`src/rtl/int_pkg.sv`:
```
// Shared types and constants for the interrupt arbiter: FSM encoding, vector
// table base, last vector-entry step index and default priority width.
package int_pkg;

    typedef enum logic [1:0] {
        IDLE  = 2'd0,
        GRANT = 2'd1,
        ENTRY = 2'd2,
        ACK   = 2'd3
    } state_t;

    localparam logic [15:0] VECT_BASE      = 16'hFFC0;
    localparam logic [3:0]  LAST_STEP      = 4'd8;
    localparam int          PRIO_W_DEFAULT = 3;
    localparam int          IDX_W          = 4;

endpackage

```
`src/rtl/int_prio_sel.sv`:
```
// Combinational winner select: highest priority above psw_prio, lowest index on ties.
// Latency: zero cycles (pure combinational).
// Backpressure: none; optional nmi input (INT_ARB_NMI_EN) overrides all sources.
module int_prio_sel #(
    parameter int NUM_SRC = 8,
    parameter int PRIO_W  = int_pkg::PRIO_W_DEFAULT
) (
    input  logic [NUM_SRC-1:0]         pending,
    input  logic [NUM_SRC*PRIO_W-1:0]  src_prio,
    input  logic [PRIO_W-1:0]          psw_prio,
`ifdef INT_ARB_NMI_EN
    input  logic                       nmi,
`endif
    output logic                       valid,
    output logic [int_pkg::IDX_W-1:0]  index
);
    import int_pkg::*;

    logic [PRIO_W-1:0] best_prio;

    always_comb begin
        valid     = 1'b0;
        index     = '0;
        best_prio = '0;
        // Strict '>' against best_prio keeps the lowest index on equal priority.
        for (int i = 0; i < NUM_SRC; i++) begin
            if (pending[i] && (src_prio[i*PRIO_W +: PRIO_W] > psw_prio) &&
                (!valid || (src_prio[i*PRIO_W +: PRIO_W] > best_prio))) begin
                valid     = 1'b1;
                index     = IDX_W'(i);
                best_prio = src_prio[i*PRIO_W +: PRIO_W];
            end
        end
`ifdef INT_ARB_NMI_EN
        if (nmi) begin
            valid = 1'b1;
            index = IDX_W'(NUM_SRC);
        end
`endif
    end

endmodule

```
`src/rtl/int_arbiter.sv`:
```
// Interrupt arbiter: latches level irqs, picks a winner at instruction boundaries, runs a 9-step vector entry.
// Latency: 3 clocks from irq to E (latch, GRANT, ENTRY); int_ack one cycle after the 9th step_done.
// Backpressure: entry advances only on step_done; new requests wait in pending until IDLE. Macro INT_ARB_NMI_EN adds nmi.
module int_arbiter #(
    parameter int          NUM_SRC   = 8,
    parameter int          PRIO_W    = int_pkg::PRIO_W_DEFAULT,
    parameter logic [15:0] VECT_BASE = int_pkg::VECT_BASE
) (
    input  logic                       clock,
    input  logic                       reset,
    input  logic [NUM_SRC-1:0]         irq,
    input  logic [NUM_SRC*PRIO_W-1:0]  src_prio,
    input  logic [PRIO_W-1:0]          psw_prio,
    input  logic                       inst_boundary,
    input  logic                       step_done,
`ifdef INT_ARB_NMI_EN
    input  logic                       nmi,
`endif
    output logic                       E,
    output logic [3:0]                 counter,
    output logic [15:0]                vect_addr,
    output logic [3:0]                 vect_num,
    output logic                       int_ack,
    output logic                       busy
);
    import int_pkg::*;

    state_t             state;
    state_t             state_nxt;
    logic [NUM_SRC-1:0] pending;
    logic               sel_valid;
    logic [IDX_W-1:0]   sel_index;
    logic               grant_go;

`ifdef INT_ARB_NMI_EN
    logic nmi_pend;

    always_ff @(posedge clock) begin
        if (reset) begin
            nmi_pend <= 1'b0;
        end else begin
            nmi_pend <= nmi | (nmi_pend & ~(int_ack && (vect_num == IDX_W'(NUM_SRC))));
        end
    end
`endif

    int_prio_sel #(
        .NUM_SRC (NUM_SRC),
        .PRIO_W  (PRIO_W)
    ) u_prio_sel (
        .pending  (pending),
        .src_prio (src_prio),
        .psw_prio (psw_prio),
`ifdef INT_ARB_NMI_EN
        .nmi      (nmi_pend),
`endif
        .valid    (sel_valid),
        .index    (sel_index)
    );

    assign grant_go = (state == IDLE) && sel_valid && inst_boundary;

    always_ff @(posedge clock) begin
        if (reset) begin
            state <= IDLE;
        end else begin
            state <= state_nxt;
        end
    end

    always_comb begin
        state_nxt = state;
        case (state)
            IDLE:    if (sel_valid && inst_boundary) state_nxt = GRANT;
            GRANT:   state_nxt = ENTRY;
            ENTRY:   if (step_done && (counter == LAST_STEP)) state_nxt = ACK;
            ACK:     state_nxt = IDLE;
            default: state_nxt = IDLE;
        endcase
    end

    always_comb begin
        E       = 1'b0;
        int_ack = 1'b0;
        busy    = 1'b0;
        case (state)
            IDLE:    busy = 1'b0;
            GRANT:   busy = 1'b1;
            ENTRY: begin
                busy = 1'b1;
                E    = 1'b1;
            end
            ACK: begin
                busy    = 1'b1;
                int_ack = 1'b1;
            end
            default: busy = 1'b0;
        endcase
    end

    // A new irq on the ack cycle wins over the clear, so the bit stays set.
    always_ff @(posedge clock) begin
        if (reset) begin
            pending <= '0;
        end else begin
            for (int i = 0; i < NUM_SRC; i++) begin
                pending[i] <= irq[i] | (pending[i] & ~(int_ack && (vect_num == IDX_W'(i))));
            end
        end
    end

    // vect_num is captured once in IDLE so later psw/src priority changes cannot move it.
    always_ff @(posedge clock) begin
        if (reset) begin
            vect_num <= '0;
        end else if (grant_go) begin
            vect_num <= sel_index;
        end
    end

    always_ff @(posedge clock) begin
        if (reset) begin
            counter <= '0;
        end else if (state == ENTRY) begin
            if (step_done) begin
                counter <= (counter == LAST_STEP) ? 4'd0 : counter + 4'd1;
            end
        end else begin
            counter <= '0;
        end
    end

    assign vect_addr = VECT_BASE + (16'(vect_num) << 2);

endmodule
```
`config.mk`:
```
export PLATFORM = sky130hd
export DESIGN_NAME = int_arbiter
export DESIGN_NICKNAME = d
export VERILOG_FILES = /design/src/rtl/int_pkg.sv /design/src/rtl/int_prio_sel.sv /design/src/rtl/int_arbiter.sv
export SDC_FILE = /design/constraint.sdc
export NUM_CORES = 1
export LEC_CHECK = 0
export BUFFER_PORTS_ARGS = -buffer_cell sky130_fd_sc_hd__buf_2
export CORE_MARGIN = 2
export CORE_UTILIZATION = 45
export DETAILED_ROUTE_END_ITERATION = 10
export PLACE_DENSITY = 0.69
export SKIP_LAST_GASP = 1
export SLEW_MARGIN = 20
export SYNTH_ARGS = -nofsm -noshare
export SYNTH_HDL_FRONTEND = slang
export SYNTH_SLANG_ARGS = --single-unit
```
`constraint.sdc`:
```
create_clock -name clock -period 19 [get_ports clock]
set_input_delay 2.85 -clock clock [delete_from_list [all_inputs] [get_ports clock]]
set_output_delay 2.85 -clock clock [all_outputs]
set_load 0.01 [all_outputs]
```
==> results of run 1 <==
-- power groups by stage --
stage | logic [mW] | registers, mW | clock network, mW
6_report | 0.101 | 0.0481 | 0.0278
5_1_grt | 0.115 | 0.0490 | 0.0295
4_1_cts | 0.101 | 0.0480 | 0.0278
3_5_place_dp | 0.100 | 0.0485 | 0
3_3_place_gp | 0.0986 | 0.0485 | 0
2_1_floorplan | 0.0763 | 0.0476 | 0
-- cells in the final DEF (no fill, tap or decap), types with 13 or more instances in the layout --
master,n
buf_2,51
ha_1,50
inv_1,27
nor2_1,20
nand3_1,18
a21oi_1,17
dfxtp_1,17
nor2b_1,15
nand2_1,15
conb_1,14
o21ai_0,13
-- cells by family (layout without fill, tap and decap cells) --
logic type                 count (synthesis)  after routing  synth area share
adders and majority gates                 50             50             0.260
DFF                                       17             17             0.142
AOI/OAI and AO/OA                         96             96             0.281
other                                      2             14           0.00312
buffers and inverters                     47             82            0.0999
muxes                                      3              3            0.0125
and+or+nand+nor                           88             88             0.190
xor gates and xnor gates                   3              3            0.0109
-- final cells by class --
type,count,area share
Tap cell,70,0.0325
Clock buffer,4,0.0167
Sequential cell,17,0.126
Timing Repair Buffer,51,0.0946
Inverter,27,0.0376
Multi-Input combinational cell,254,0.693
-- worst max-delay path: cells and delay by family --
kind,cells,cell delay [ns]
AO/OA/AOI/OAI,34,5.57
adder cells (fa/ha/maj),8,2.30
buffers and inverters,3,0.39
multiplexers,1,0.25
AND/OR/NAND/NOR,11,1.82
-- cells in the mapped netlist (2+ instances only) --
| cell type | n |
|---|---|
| xor2_1 | 2 |
| a22oi_1 | 2 |
| ha_1 | 50 |
| dfxtp_1 | 17 |
| a21o_1 | 5 |
| o22ai_1 | 2 |
| nand4_1 | 2 |
| o31ai_1 | 6 |
| nor2b_1 | 15 |
| o21ai_0 | 13 |
| a32oi_1 | 6 |
| nor3_2 | 2 |
| inv_1 | 27 |
| nor2_1 | 20 |
| mux2i_1 | 3 |
| clkbuf_1 | 3 |
| buf_4 | 17 |
| o32ai_1 | 2 |
| nand2_1 | 15 |
| o211ai_1 | 7 |
| a211oi_1 | 3 |
| o21a_1 | 9 |
| a221oi_1 | 3 |
| conb_1 | 2 |
| nand2b_1 | 2 |
| nor3_1 | 4 |
| or2_2 | 3 |
| nand3_1 | 18 |
| o211a_1 | 3 |
| a31oi_1 | 6 |
| a21oi_1 | 17 |
| o2bb2ai_1 | 2 |
-- per-stage QoR --
step	hold slack (ns)	instance area, um^2	instances	utilization	setup WS (ns)
after floorplan	0.445	2450	318	-	7.01
after global placement	0.468	2650	419	0.516	5.81
after detailed placement	0.467	2650	419	0.516	5.71
after CTS	0.484	2700	423	0.525	5.97
after global routing	0.516	2700	423	0.525	4.84
final	0.481	2700	423	0.525	5.93
-- per-layer routing --
layer  track usage  part of all wire  up-vias
met2         0.374              0.48       85
met4        0.0268            0.0063        0
met1         0.266              0.46     1077
met3        0.0224             0.054        4
li1              -                 -     1206
met5             0                 0        -
-- flip-flops by register name (all words and copies together) (netlist names) --
| register | flops |
|---|---|
| state | 2 |
| vect_num | 3 |
| counter | 4 |
| pending | 8 |
-- final timing paths --
| kind | startpoint | end | depth (start not counted) | slack (ns) |
|---|---|---|---|---|
| setup / recovery | psw_prio[2] | vect_num[0] | 57 | 5.93 |
| hold / removal | pending[5] | pending[5] | 2 | 0.48 |
| setup reg to reg | pending[0] | vect_num[0] | 54 | 9.04 |
| hold reg to reg | pending[5] | pending[5] | 2 | 0.48 |
==> results.md, run 1 <==
* Final wirelength at 6000 um
* # IOs at 66
* Critical Path RT at 19.13 ns
* CP max stage delay at 0.33 ns
* ANT cells at 0
* Final setup violation count at 0
* Clk pin slew, worst setup/hold paths at 0.07 ns
* Syn Area/Cell at 7.86 um^2
* Via/cell ratio at 5.61
* Path type of the worst min-delay path: flip-flop to flip-flop
* Sw Share at 0.435
* VDD IR max at 31.3 uV
* FMAX at 76.5 MHz
* CP max stage cell: a32oi_1
* Max Cap Viol at 0
* # rows at 26
* Seq/Total Area, Yosys at 0.142
* Area leader, netlist: ha_1
* Final total power at 0.176 mW
* Distinct cells, synth at 50
* Logic gate share of total power at 0.570
* Ys Warns at 0
* Proportion of layout cells with a drive suffix above 1 at 0.178
* RSZ-0062 raised after global routing: no
* Post-Route Setup TNS at 0 ns
* Slew Viols, Final at 0
* Crit path DAT at 13.21 ns
* Register area at 340 um^2
* Initial Util at 0.468
* Die area at 5940 um^2
* Cts hold-fix bufs at 0
* Filler Cell Count at 544
* Area delta synth->final at 12.2%
* Net count reported at finish at 443
* Post-CTS resize count at 0
* Die W at 77.1 um
* GPL Wtd Cong at 0.904
* First-pass GRT wire length at 10200 um
* Max Clock Skew at 0.00115 ns
* Worst-margin pin slew at 0.540 ns
* CTS buffer count at 3
* Worst rel slew slack at 0.637
* CTS Buffer Depth at 2
* Routed via count at 2372
* Power per cell area at 65.4 nW/um^2
* Worst Path Max Fanout at 12
* Buffers on Ports at 51
* Final Hold Vio Count at 0
* Post-synthesis async set-or-reset flop share at 0
* Psw at 0.0768 mW
* Post-detail-place hpwl at 4950 um
* GRT Total Usage at 0.205
* Core Box Area at 5140 um^2
* Most frequent cell on the critical path: ha_1
* Clock network power share at 0.157
* WL/cell at 14.2 um
* Pin count of the biggest net entering global routing at 16
* Crit path capture type: flip-flop
* Number of DRC markers in iteration 0 at 216
* Static leakage at 1.31 nW
* Share of the cycle needed by the critical path after routing at 0.688
* Worst-Skew Late Latency at 0.25 ns
* Synth Register Bits at 17
* Initial antenna violation count at 0
* Worst setup SP type: input pin
* Multi-input logic area at 1870 um^2
* Root Driver: clkbuf_8
* Vias in the first global route at 2310
* Post-synthesis cell count at 306
* Clock period minus worst slack at 13.07 ns
* Largest cells by area after synthesis: ha_1 (26%), dfxtp_1 (14%), buf_4 (5.3%), inv_1 (4.2%), nor2b_1 (3.9%)
* Sequential Power Share at 0.273
* Sink Count at 17
* H-tree levels at 1
* Cell-internal power at 0.0997 mW
* Routed Antenna Nets at 0
* Outcome: complete, no violations
* Ys flop type: dfxtp_1
* Post-synth EDFFs at 0
* CTS tree: built
* Die Span Y at 77.1 um
* Total gr overflow at 0
* DRT Pass-1 Iters at 5
* Worst setup path class: input pin to flip-flop
* Post-synth top area share at 0.260
* Post-Syn Area at 2400 um^2
* Residual DRC at 0
* Post-CTS Setup Repair Bufs at 0
Power figures use the tool's default switching activity.
==> inputs of run 2 (changes only) <==
clock period = 13.1 ns   (was 19 ns; I/O delays follow)
==> results.md, run 2 (synthesized netlist as in run 1, its figures left out) <==
* Outcome: complete, no violations
* FMAX at 82.1 MHz
* Setup ws final at 0.924 ns (-5.00 ns)
* ANT cells at 0 (unchanged)
* GPL Wtd Cong at 0.841 (-7.0%)
* Clk pin slew, worst setup/hold paths at 0.07 ns (about the same)
* Most frequent cell on the critical path: ha_1
* CP max stage delay at 0.39 ns (+0.06 ns)
* Top flop regs: pending: 8 flops, counter: 4 flops, vect_num: 3 flops
* R2R Path Start: pending[0]
* Die area at 5940 um^2 (unchanged)
* CP max stage cell: a311o_1
* Sequential Power Share at 0.272 (about the same)
* Worst-Skew Late Latency at 0.25 ns (about the same)
* CTS buffer count at 3 (unchanged)
* CTS tree: built
* Critical Path RT at 13.24 ns (-5.89 ns)
* Crit path DAT at 12.32 ns (-0.89 ns)
* Buffers on Ports at 51 (unchanged)
* VDD IR max at 45.3 uV (+45%)
* CTS Buffer Depth at 2 (unchanged)
* # IOs at 66 (unchanged)
* Number of DRC markers in iteration 0 at 154 (-29%)
* WL/cell at 14.1 um (-0.59%)
* Max FFs per register at 8 (unchanged)
* Clock network power share at 0.153 (-0.004)
* Final Hold Vio Count at 0 (unchanged)
* Cell-internal power at 0.145 mW (+45%)
* Worst setup SP type: input pin
* Most frequent cells in the layout: buf_2 (51), ha_1 (50), inv_1 (27)
* Area delta synth->final at 13.0%
* Core Box Area at 5140 um^2 (unchanged)
* Initial antenna violation count at 0 (unchanged)
* Worst-margin pin slew at 0.542 ns (+0.00116 ns)
* Cell count of the worst reg-to-reg path at 54 (unchanged)
* Final core occ at 0.529 (+0.00365)
* Hold Slack at 0.485 ns (+0.00339 ns)
* Final instance area at 2720 um^2 (+0.70%)
* Post-Route Setup TNS at 0 ns (unchanged)
* Share of the cycle needed by the critical path after routing at 0.929
* Static leakage at 1.32 nW (+0.83%)
* Final wirelength at 5990 um (-0.12%)
* Max Cap Viol at 0 (unchanged)
* DP Cell Count at 420 (+0.24%)
* Register area at 340 um^2 (unchanged)
* Psw at 0.111 mW (+45%)
* Pin count of the biggest net entering global routing at 16 (unchanged)
* First-pass GRT wire length at 10200 um (unchanged)
* DRT Pass-1 Iters at 4 (-1)
* GRT Total Usage at 0.205 (+0.000347)
* Hold Crit Depth at 2 (unchanged)
* Residual DRC at 0 (unchanged)
* Initial Util at 0.468 (unchanged)
* Die Span Y at 77.1 um (unchanged)
* Final total power at 0.256 mW (+45%)
* Routed Antenna Nets at 0 (unchanged)
* Worst setup path class: input pin to flip-flop
* Logic gate share of total power at 0.575 (+0.005)
* Final setup violation count at 0 (unchanged)
* Total gr overflow at 0 (unchanged)
* Net count reported at finish at 445 (+0.45%)
* Post-detail-place hpwl at 4970 um (+0.27%)
* Filler Cell Count at 550 (+1.1%)
* RSZ-0062 raised after global routing: no
* Die W at 77.1 um (unchanged)
* Slew Viols, Final at 0 (unchanged)
* Worst rel slew slack at 0.634 (-0.00242)
* Final non-filler cell total at 425 (+0.47%)
* Pre-CTS worst setup slack at 0.728 ns (-4.98 ns)
* Clock period minus worst slack at 12.18 ns
* Path type of the worst min-delay path: flip-flop to flip-flop
* Crit path capture type: flip-flop
* Routed via count at 2396 (+1.0%)
* DP Area at 2660 um^2 (+0.28%)
* Proportion of layout cells with a drive suffix above 1 at 0.189 (+0.0103)
* Worst Path Max Fanout at 11 (-1)
* Worst R2R Setup Slack at 3.16 ns (-5.88 ns)
* H-tree levels at 1 (unchanged)
* Sink Count at 17 (unchanged)
* Multi-input logic area at 1870 um^2 (+0.13%)
* Worst min-delay path endpoint: pending[5]
* Worst Hold Launch: pending[5]
* Reg with most FFs: pending
* Most common cell after layout, fill and taps aside: buf_2
* Power per cell area at 94.2 nW/um^2 (+44%)
* Sw Share at 0.434 (-0.000681)
* # rows at 26 (unchanged)
* Root Driver: clkbuf_8
* Max Clock Skew at 0.00291 ns (+0.00176 ns)
* Via/cell ratio at 5.64 (+0.54%)
* Vias in the first global route at 2323 (+0.56%)
* R2r endpoint: vect_num[2]
-- run 2: cell count changes in the layout (fill, tap and decap cells not counted), sizes merged --
cell and change:
buf +2, clkinv +1, clkbuf -1
-- run 2: worst max-delay path, delay by kind of cell --
kind	cells	cell delay, ns
AOI/OAI and AO/OA	32	5.56
adders and majority gates	8	2.23
buffers and inverters	5	0.77
and+or+nand+nor	11	1.55
muxes	1	0.22
-- run 2: power by group through the flow --
stage	sequential (mW)	clock (mW)	combinational (mW)
floorplan	0.0690	0	0.111
global placement	0.0700	0	0.143
detailed placement	0.0702	0	0.146
CTS	0.0693	0.0402	0.146
global route	0.0708	0.0425	0.168
finish	0.0696	0.0392	0.147
-- run 2: worst max path at each step --
stage / startpoint / to / slack, ns / depth (start not counted)
2_1_floorplan: psw_prio[1] / vect_num[0] / 1.99 / 57
3_3_place_gp: psw_prio[2] / vect_num[2] / 0.93 / 58
3_5_place_dp: psw_prio[1] / vect_num[2] / 0.73 / 58
4_1_cts: psw_prio[1] / vect_num[2] / 0.97 / 58
5_1_grt: psw_prio[1] / vect_num[2] / 0.02 / 58
6_report: psw_prio[1] / vect_num[2] / 0.92 / 57
-- run 2: routing by layer --
layer  wire length, um  up-vias  track usage  part of all wire
li1                  -     1216            -                 -
met1              2730     1094        0.264              0.46
met2              2820       76        0.357              0.47
met3               368       10       0.0388             0.061
met4                78        0       0.0411             0.013
met5                 0        -            0                 0
-- run 2: cell type report --
class | instances | area share
Timing Repair Buffer | 53 | 0.0994
Inverter | 27 | 0.0373
Clock inverter | 1 | 0.00184
Sequential cell | 17 | 0.125
Clock buffer | 3 | 0.0152
Multi-Input combinational cell | 254 | 0.689
Tap cell | 70 | 0.0322
-- run 2: timing repair --
item                       CTS  global route
resized for setup            0             1
hold endpoints to repair     0             0
setup buffers                0             1
hold buffers                 0             0
setup endpoints to repair    0             3
